### src/rtl/comma_align.sv
// rtl/comma_align.sv - 8b/10b receive comma aligner with lock/loss-of-sync FSM
//
// Purpose: takes unaligned 10-bit words from the deserializer, searches all
//   ten bit offsets for K28.x commas, locks onto one offset and presents
//   aligned symbols to the 8b/10b decoder. Lock is dropped after repeated
//   decoder code errors or stray commas.
//
// Optional feature macro: ALIGN_STATS_EN (adds realign_cnt output).
//
// Ports:
//   BYTECLK     in   symbol clock, rising edge
//   reset       in   synchronous, active-high
//   in_raw      in   [9:0] unaligned word, bit 9 earliest on the wire
//   err_in      in   code error from the downstream decoder
//   out         out  [9:0] aligned symbol, bit 9 = 'a'
//   comma_out   out  out[9:3] holds a comma pattern
//   locked      out  alignment acquired and held
//   align_off   out  [3:0] bit offset in use (0..9)
//   slip        out  one-cycle pulse after align_off changes
//   realign_cnt out  [15:0] saturating LOCKED->UNSYNC count (ALIGN_STATS_EN)

module comma_align #(
  parameter int LOCK_COMMAS = 3,
  parameter int LOSS_ERRS   = 4,
  parameter int GOOD_CLR    = 16
) (
  input  logic        BYTECLK,
  input  logic        reset,
  input  logic [9:0]  in_raw,
  input  logic        err_in,
  output logic [9:0]  out,
  output logic        comma_out,
  output logic        locked,
  output logic [3:0]  align_off,
  output logic        slip
`ifdef ALIGN_STATS_EN
  ,
  output logic [15:0] realign_cnt
`endif
);

  localparam logic [3:0] LOCK_N = 4'(LOCK_COMMAS);
  localparam logic [3:0] LOSS_N = 4'(LOSS_ERRS);
  localparam logic [7:0] GOOD_N = 8'(GOOD_CLR);

  typedef enum logic [1:0] {
    UNSYNC = 2'd0,
    ACQ    = 2'd1,
    LOCKED = 2'd2
  } state_t;

  state_t state, state_nxt;

  logic [9:0]  r0, r1;
  logic [19:0] win;
  logic [9:0]  hit;
  logic [15:0] hit_ext;
  logic        hit_any;
  logic [3:0]  hit_k;
  logic        hit_at_off;
  logic [9:0]  out_nxt;
  logic        err_event;

  logic [3:0]  cnt, cnt_nxt, cnt_inc;
  logic [3:0]  errcnt, errcnt_nxt, errcnt_inc;
  logic [7:0]  goodcnt, goodcnt_nxt, goodcnt_inc;
  logic [3:0]  align_off_nxt;
  logic        locked_nxt;

  // Two-word window; earlier word in the upper half.
  assign win = {r1, r0};

  // Comma search at every offset, every cycle, in every state.
  always_comb begin
    hit = '0;
    for (int k = 0; k < 10; k++) begin
      hit[k] = (win[19-k -: 7] == 7'b0011111) || (win[19-k -: 7] == 7'b1100000);
    end
  end

  // Lowest offset wins when several offsets show a comma: scan downwards so
  // the last assignment is the smallest k.
  always_comb begin
    hit_any = 1'b0;
    hit_k   = 4'd0;
    for (int k = 9; k >= 0; k--) begin
      if (hit[k]) begin
        hit_any = 1'b1;
        hit_k   = 4'(k);
      end
    end
  end

  // comma_out for the symbol being registered is simply the hit at the
  // offset currently in use.
  assign hit_ext    = {6'd0, hit};
  assign hit_at_off = hit_ext[align_off];
  assign out_nxt    = win[5'd19 - {1'b0, align_off} -: 10];

  // A decoder error and a misplaced comma in the same cycle are one event.
  assign err_event = err_in || (hit_any && (hit_k != align_off));

  assign cnt_inc     = cnt + 4'd1;
  assign errcnt_inc  = errcnt + 4'd1;
  assign goodcnt_inc = goodcnt + 8'd1;

  always_ff @(posedge BYTECLK) begin
    if (reset) begin
      state <= UNSYNC;
    end else begin
      state <= state_nxt;
    end
  end

  always_comb begin
    state_nxt     = state;
    align_off_nxt = align_off;
    cnt_nxt       = cnt;
    errcnt_nxt    = errcnt;
    goodcnt_nxt   = goodcnt;
    locked_nxt    = locked;
    case (state)
      UNSYNC: begin
        if (hit_any) begin
          align_off_nxt = hit_k;
          cnt_nxt       = 4'd1;
          if (LOCK_N == 4'd1) begin
            state_nxt  = LOCKED;
            locked_nxt = 1'b1;
          end else begin
            state_nxt = ACQ;
          end
        end
      end
      ACQ: begin
        if (hit_any) begin
          if (hit_k == align_off) begin
            cnt_nxt = cnt_inc;
            if (cnt_inc == LOCK_N) begin
              state_nxt  = LOCKED;
              locked_nxt = 1'b1;
            end
          end else begin
            align_off_nxt = hit_k;
            cnt_nxt       = 4'd1;
          end
        end
      end
      LOCKED: begin
        if (err_event) begin
          goodcnt_nxt = 8'd0;
          if (errcnt_inc == LOSS_N) begin
            // Offset is kept; the next comma in UNSYNC picks a new one.
            state_nxt  = UNSYNC;
            locked_nxt = 1'b0;
            errcnt_nxt = 4'd0;
            cnt_nxt    = 4'd0;
          end else begin
            errcnt_nxt = errcnt_inc;
          end
        end else if (goodcnt_inc == GOOD_N) begin
          errcnt_nxt  = 4'd0;
          goodcnt_nxt = 8'd0;
        end else begin
          goodcnt_nxt = goodcnt_inc;
        end
      end
      default: begin
        state_nxt  = UNSYNC;
        locked_nxt = 1'b0;
      end
    endcase
  end

  always_ff @(posedge BYTECLK) begin
    if (reset) begin
      r0        <= 10'd0;
      r1        <= 10'd0;
      out       <= 10'd0;
      comma_out <= 1'b0;
      locked    <= 1'b0;
      align_off <= 4'd0;
      slip      <= 1'b0;
      cnt       <= 4'd0;
      errcnt    <= 4'd0;
      goodcnt   <= 8'd0;
    end else begin
      r0        <= in_raw;
      r1        <= r0;
      out       <= out_nxt;
      comma_out <= hit_at_off;
      locked    <= locked_nxt;
      align_off <= align_off_nxt;
      slip      <= (align_off_nxt != align_off);
      cnt       <= cnt_nxt;
      errcnt    <= errcnt_nxt;
      goodcnt   <= goodcnt_nxt;
    end
  end

`ifdef ALIGN_STATS_EN
  logic lose_sync;
  assign lose_sync = (state == LOCKED) && (state_nxt == UNSYNC);

  always_ff @(posedge BYTECLK) begin
    if (reset) begin
      realign_cnt <= 16'd0;
    end else if (lose_sync && (realign_cnt != 16'hFFFF)) begin
      realign_cnt <= realign_cnt + 16'd1;
    end
  end
`endif

endmodule

### config.mk
export PLATFORM = sky130hd
export DESIGN_NAME = comma_align
export DESIGN_NICKNAME = d
export VERILOG_FILES = /design/src/rtl/comma_align.sv
export SDC_FILE = /design/constraint.sdc
export NUM_CORES = 1
export LEC_CHECK = 0
export BUFFER_PORTS_ARGS = -buffer_cell sky130_fd_sc_hd__buf_2
export CAP_MARGIN = 10
export CORE_UTILIZATION = 30
export DETAILED_ROUTE_END_ITERATION = 7
export SLEW_MARGIN = 20
export SYNTH_ARGS = -nofsm -noshare
export SYNTH_HDL_FRONTEND = slang
export SYNTH_SLANG_ARGS = --single-unit
### constraint.sdc
create_clock -name BYTECLK -period 4.5 [get_ports BYTECLK]
set_clock_uncertainty 0.15 [all_clocks]
set_input_delay 0.675 -clock BYTECLK [delete_from_list [all_inputs] [get_ports BYTECLK]]
set_output_delay 0.675 -clock BYTECLK [all_outputs]
set_load 0.01 [all_outputs]
==> reports/results.tsv <==
stage	metric	value	unit
outcome	status	finished clean	
cts	clock sinks	55	
worst_setup_path	Critical Path Source Type	register	
cts	clk root buf	clkbuf_16	
placement	RD Place Congestion	0.8812	
route	drt wl/cell	14.19	microns
worst_setup_path	most used cell, CP	nor2_1	
logic_synthesis	predominant post-synthesis flop cell	dfxtp_1	
logic_synthesis	sequential element share of the synthesized area	29.78	%
final_layout	layout cell share with drive strength beyond 1	14.72	%
worst_setup_path	Worst Path Arrival	3240	ps
die	IO Count	30	
sta	Final period util	70.26	%
route	initial drt markers	171	
final_layout	Final Cell Area	4093	sq um
logic_synthesis	Ys Warns	0	
cts	CTS Buffer Depth	2	
sta	# setup viols final	0	
route	DRC	0	
route	drt first pass iters	5	
route	DRT Wirelength	9126	microns
sta	Max Transition Viols Final	0	
sta	final hold vios	0	
sta	Worst-Margin Slew	868.0	ps
die	die area	12770	sq um
logic_synthesis	mean area per synthesized cell	7.639	sq um
final_layout	n_diodes	0	
placement	port buffer count	29	
worst_setup_path	CP max-delay cell	dfxtp_1	
die	Die W	113.0	microns
worst_setup_path	delay-heaviest family, CP	simple AND/OR/NAND/NOR gates	
logic_synthesis	number of synthesized flops with an enable pin	0	
sta	RSZ-0062 raised after global routing	no	
worst_setup_path	Critical Path, Cell by Cell	nor2_1 -> nand4_1 -> nand2_1 -> or4_1 -> or3_1 -> nor2_1 -> a31oi_1 -> buf_4 -> o21ai_1 -> nand2_1 -> nor2_1	
logic_synthesis	Async SR Flop Fraction	0	%
power_and_ir_drop	Power Dens Cells	332.0	nW/um^2
final_layout	most common cell after layout, fill and taps aside	nor2_1	
cts	hold_buf cts	0	
global_route	first-pass GRT wire length	15590	microns
global_route	number of global-route vias before repair	3298	
cts	total CTS buffers	5	
placement	Area after DPL	3945	sq um
sta	setup TNS	0	ps
die	row count	40	
sta	max_slew headroom	42.05	%
worst_setup_path	slowest stage delay, CP	620	ps
die	Initial Util	30.78	%
sta	Min Clock Period, post-route	3162	ps
sta	Hold WS	315.7	ps
final_layout	most frequent cells in the layout	nor2_1, dfxtp_1, nand2_1, nor2b_1, buf_2	
power_and_ir_drop	leakage	0.001626	uW
sta	fmax	316.3	MHz
placement	dpl hpwl	6710	microns
die	Die Ht	113.0	microns
cts	Setup Buffers After CTS	0	
power_and_ir_drop	VDD IR max	0.0001785	V
cts	H-tree Lvls	2	
logic_synthesis	Yosys cell types	64	
hold_path	Hold WC Path Type	reg -> reg	
global_route	largest net degree at the start of global routing	53	
route	Vias/cell	5.350	
global_route	Overall Global Routing Usage	14.77	%
cts	clk slew on worst S/H paths	70	ps
route	vias	3440	
logic_synthesis	Post-Synthesis Cells	484	
worst_setup_path	Worst Path Required	4580	ps
die	core area	12010	sq um
worst_setup_path	kind of critical path	reg -> reg	
worst_setup_path	largest driver fanout on the critical path	14	
global_route	initial antenna violation count	0	
logic_synthesis	cell area after synthesis	3697	sq um
worst_setup_path	CP bufs+invs	1	
job	max-cap viol count	0	
final_layout	final core utilization	34.07	%
logic_synthesis	Syn Nets	507	
cts	number of gates resized after cts	0	
global_route	grt total ovfl	0	
logic_synthesis	Seq cells post-synth	55	
cts	worst skew pair latency	290	ps
worst_setup_path	Critical Path End Type	register	
route	Final ANT Viol Nets	0	
cts	CTS tree	done	
final_layout	nets	518	
final_layout	P&R area growth vs syn	10.69	%
-- area by class of cell --
cell class | count | area, sq um
Clock buffer | 5 | 125.1
Clock inverter | 3 | 22.52
Tap cell | 147 | 183.9
Multi-Input combinational cell | 382 | 2410
Inverter | 16 | 60.06
Sequential cell | 55 | 1101
Fill cell | 1289 | 7919
Timing Repair Buffer | 35 | 190.2
-- layer usage --
metal	vias to the layer above	part of all wire, %	track usage (%)
li1	1755	-	-
met1	1604	47	18.69
met2	67	48	25.73
met3	14	2.6	1.821
met4	0	2.2	5.351
met5	-	0	0
-- worst reg2reg max path, cell delays in order (launching register included) --
cell and delay [ps]:
dfxtp_1 620, nor2_1 180, nand4_1 130, nand2_1 130, or4_1 550, or3_1 450
nor2_1 110, a31oi_1 50, buf_4 190, o21ai_1 300, nand2_1 130, nor2_1 120
-- Yosys cell counts (4+ instances only) --
library cell | number | area (sq um)
mux2i_1 | 16 | 160.2
nor3_1 | 18 | 90.09
nor2_1 | 64 | 240.2
xnor2_1 | 4 | 35.03
nand2_1 | 46 | 172.7
mux2_2 | 10 | 112.6
nand3_1 | 15 | 75.07
nor2b_1 | 29 | 181.4
o21ai_0 | 26 | 130.1
and3_1 | 4 | 25.02
nor4_1 | 5 | 31.28
dfxtp_1 | 55 | 1101
a22oi_1 | 10 | 75.07
clkbuf_1 | 21 | 78.83
nand3b_1 | 6 | 45.04
a211oi_1 | 11 | 82.58
o21ai_1 | 6 | 30.03
a31oi_1 | 8 | 50.05
buf_2 | 8 | 40.04
a21oi_1 | 24 | 120.1
and2_1 | 6 | 37.54
inv_1 | 15 | 56.30
nand2b_1 | 4 | 25.02
nand4_1 | 7 | 43.79
ha_1 | 10 | 125.1
-- logic make-up (layout without fill, tap and decap cells) --
| kind of cell | Yosys count | in the layout | synth area share (%) |
|---|---|---|---|
| AO/OA/AOI/OAI | 115 | 115 | 20.91 |
| XOR/XNOR | 5 | 5 | 1.184 |
| adder cells (fa/ha/maj) | 10 | 10 | 3.384 |
| buffers and inverters | 47 | 59 | 5.042 |
| flip-flops | 55 | 55 | 29.78 |
| multiplexers | 29 | 29 | 8.900 |
| AND/OR/NAND/NOR | 223 | 223 | 30.80 |
-- flip-flops by register name, summed over array words and instances (netlist names) --
name and flops:
r1 10, cnt 4, r0 10, errcnt 4
locked 1, align_off 4, slip 1, comma_out 1
state 2, out 10, goodcnt 8
-- per-stage QoR --
| stage | setup slack, ps | total power (uW) | cells |
|---|---|---|---|
| global placement | 1471 | 968.3 | 635 |
| finish | 1338 | 1359 | 643 |
| floorplan | 1782 | 870.6 | 484 |
| CTS | 1340 | 1368 | 643 |
| global route | 1046 | 1441 | 643 |
| detailed placement | 1386 | 971.9 | 635 |
-- where the power goes --
| group | leakage (uW) | internal (uW) | total (uW) | switching (uW) |
|---|---|---|---|---|
| logic | 0.00110 | 162 | 404 | 242 |
| registers | 0.000450 | 522 | 561 | 39.3 |
| clock network | 0.0000742 | 209 | 393 | 184 |
| total | 0.00163 | 893 | 1360 | 466 |
-- final timing paths --
kind	start	to	slack (ps)	cells past startpoint
worst max-delay path	r0[9]	goodcnt[0]	1340	11
worst min-delay path	cnt[3]	cnt[3]	320	2
worst max register to register	r0[9]	goodcnt[0]	1340	11
worst min register to register	cnt[3]	cnt[3]	320	2
No activity file was read; power rests on OpenSTA's default activity.
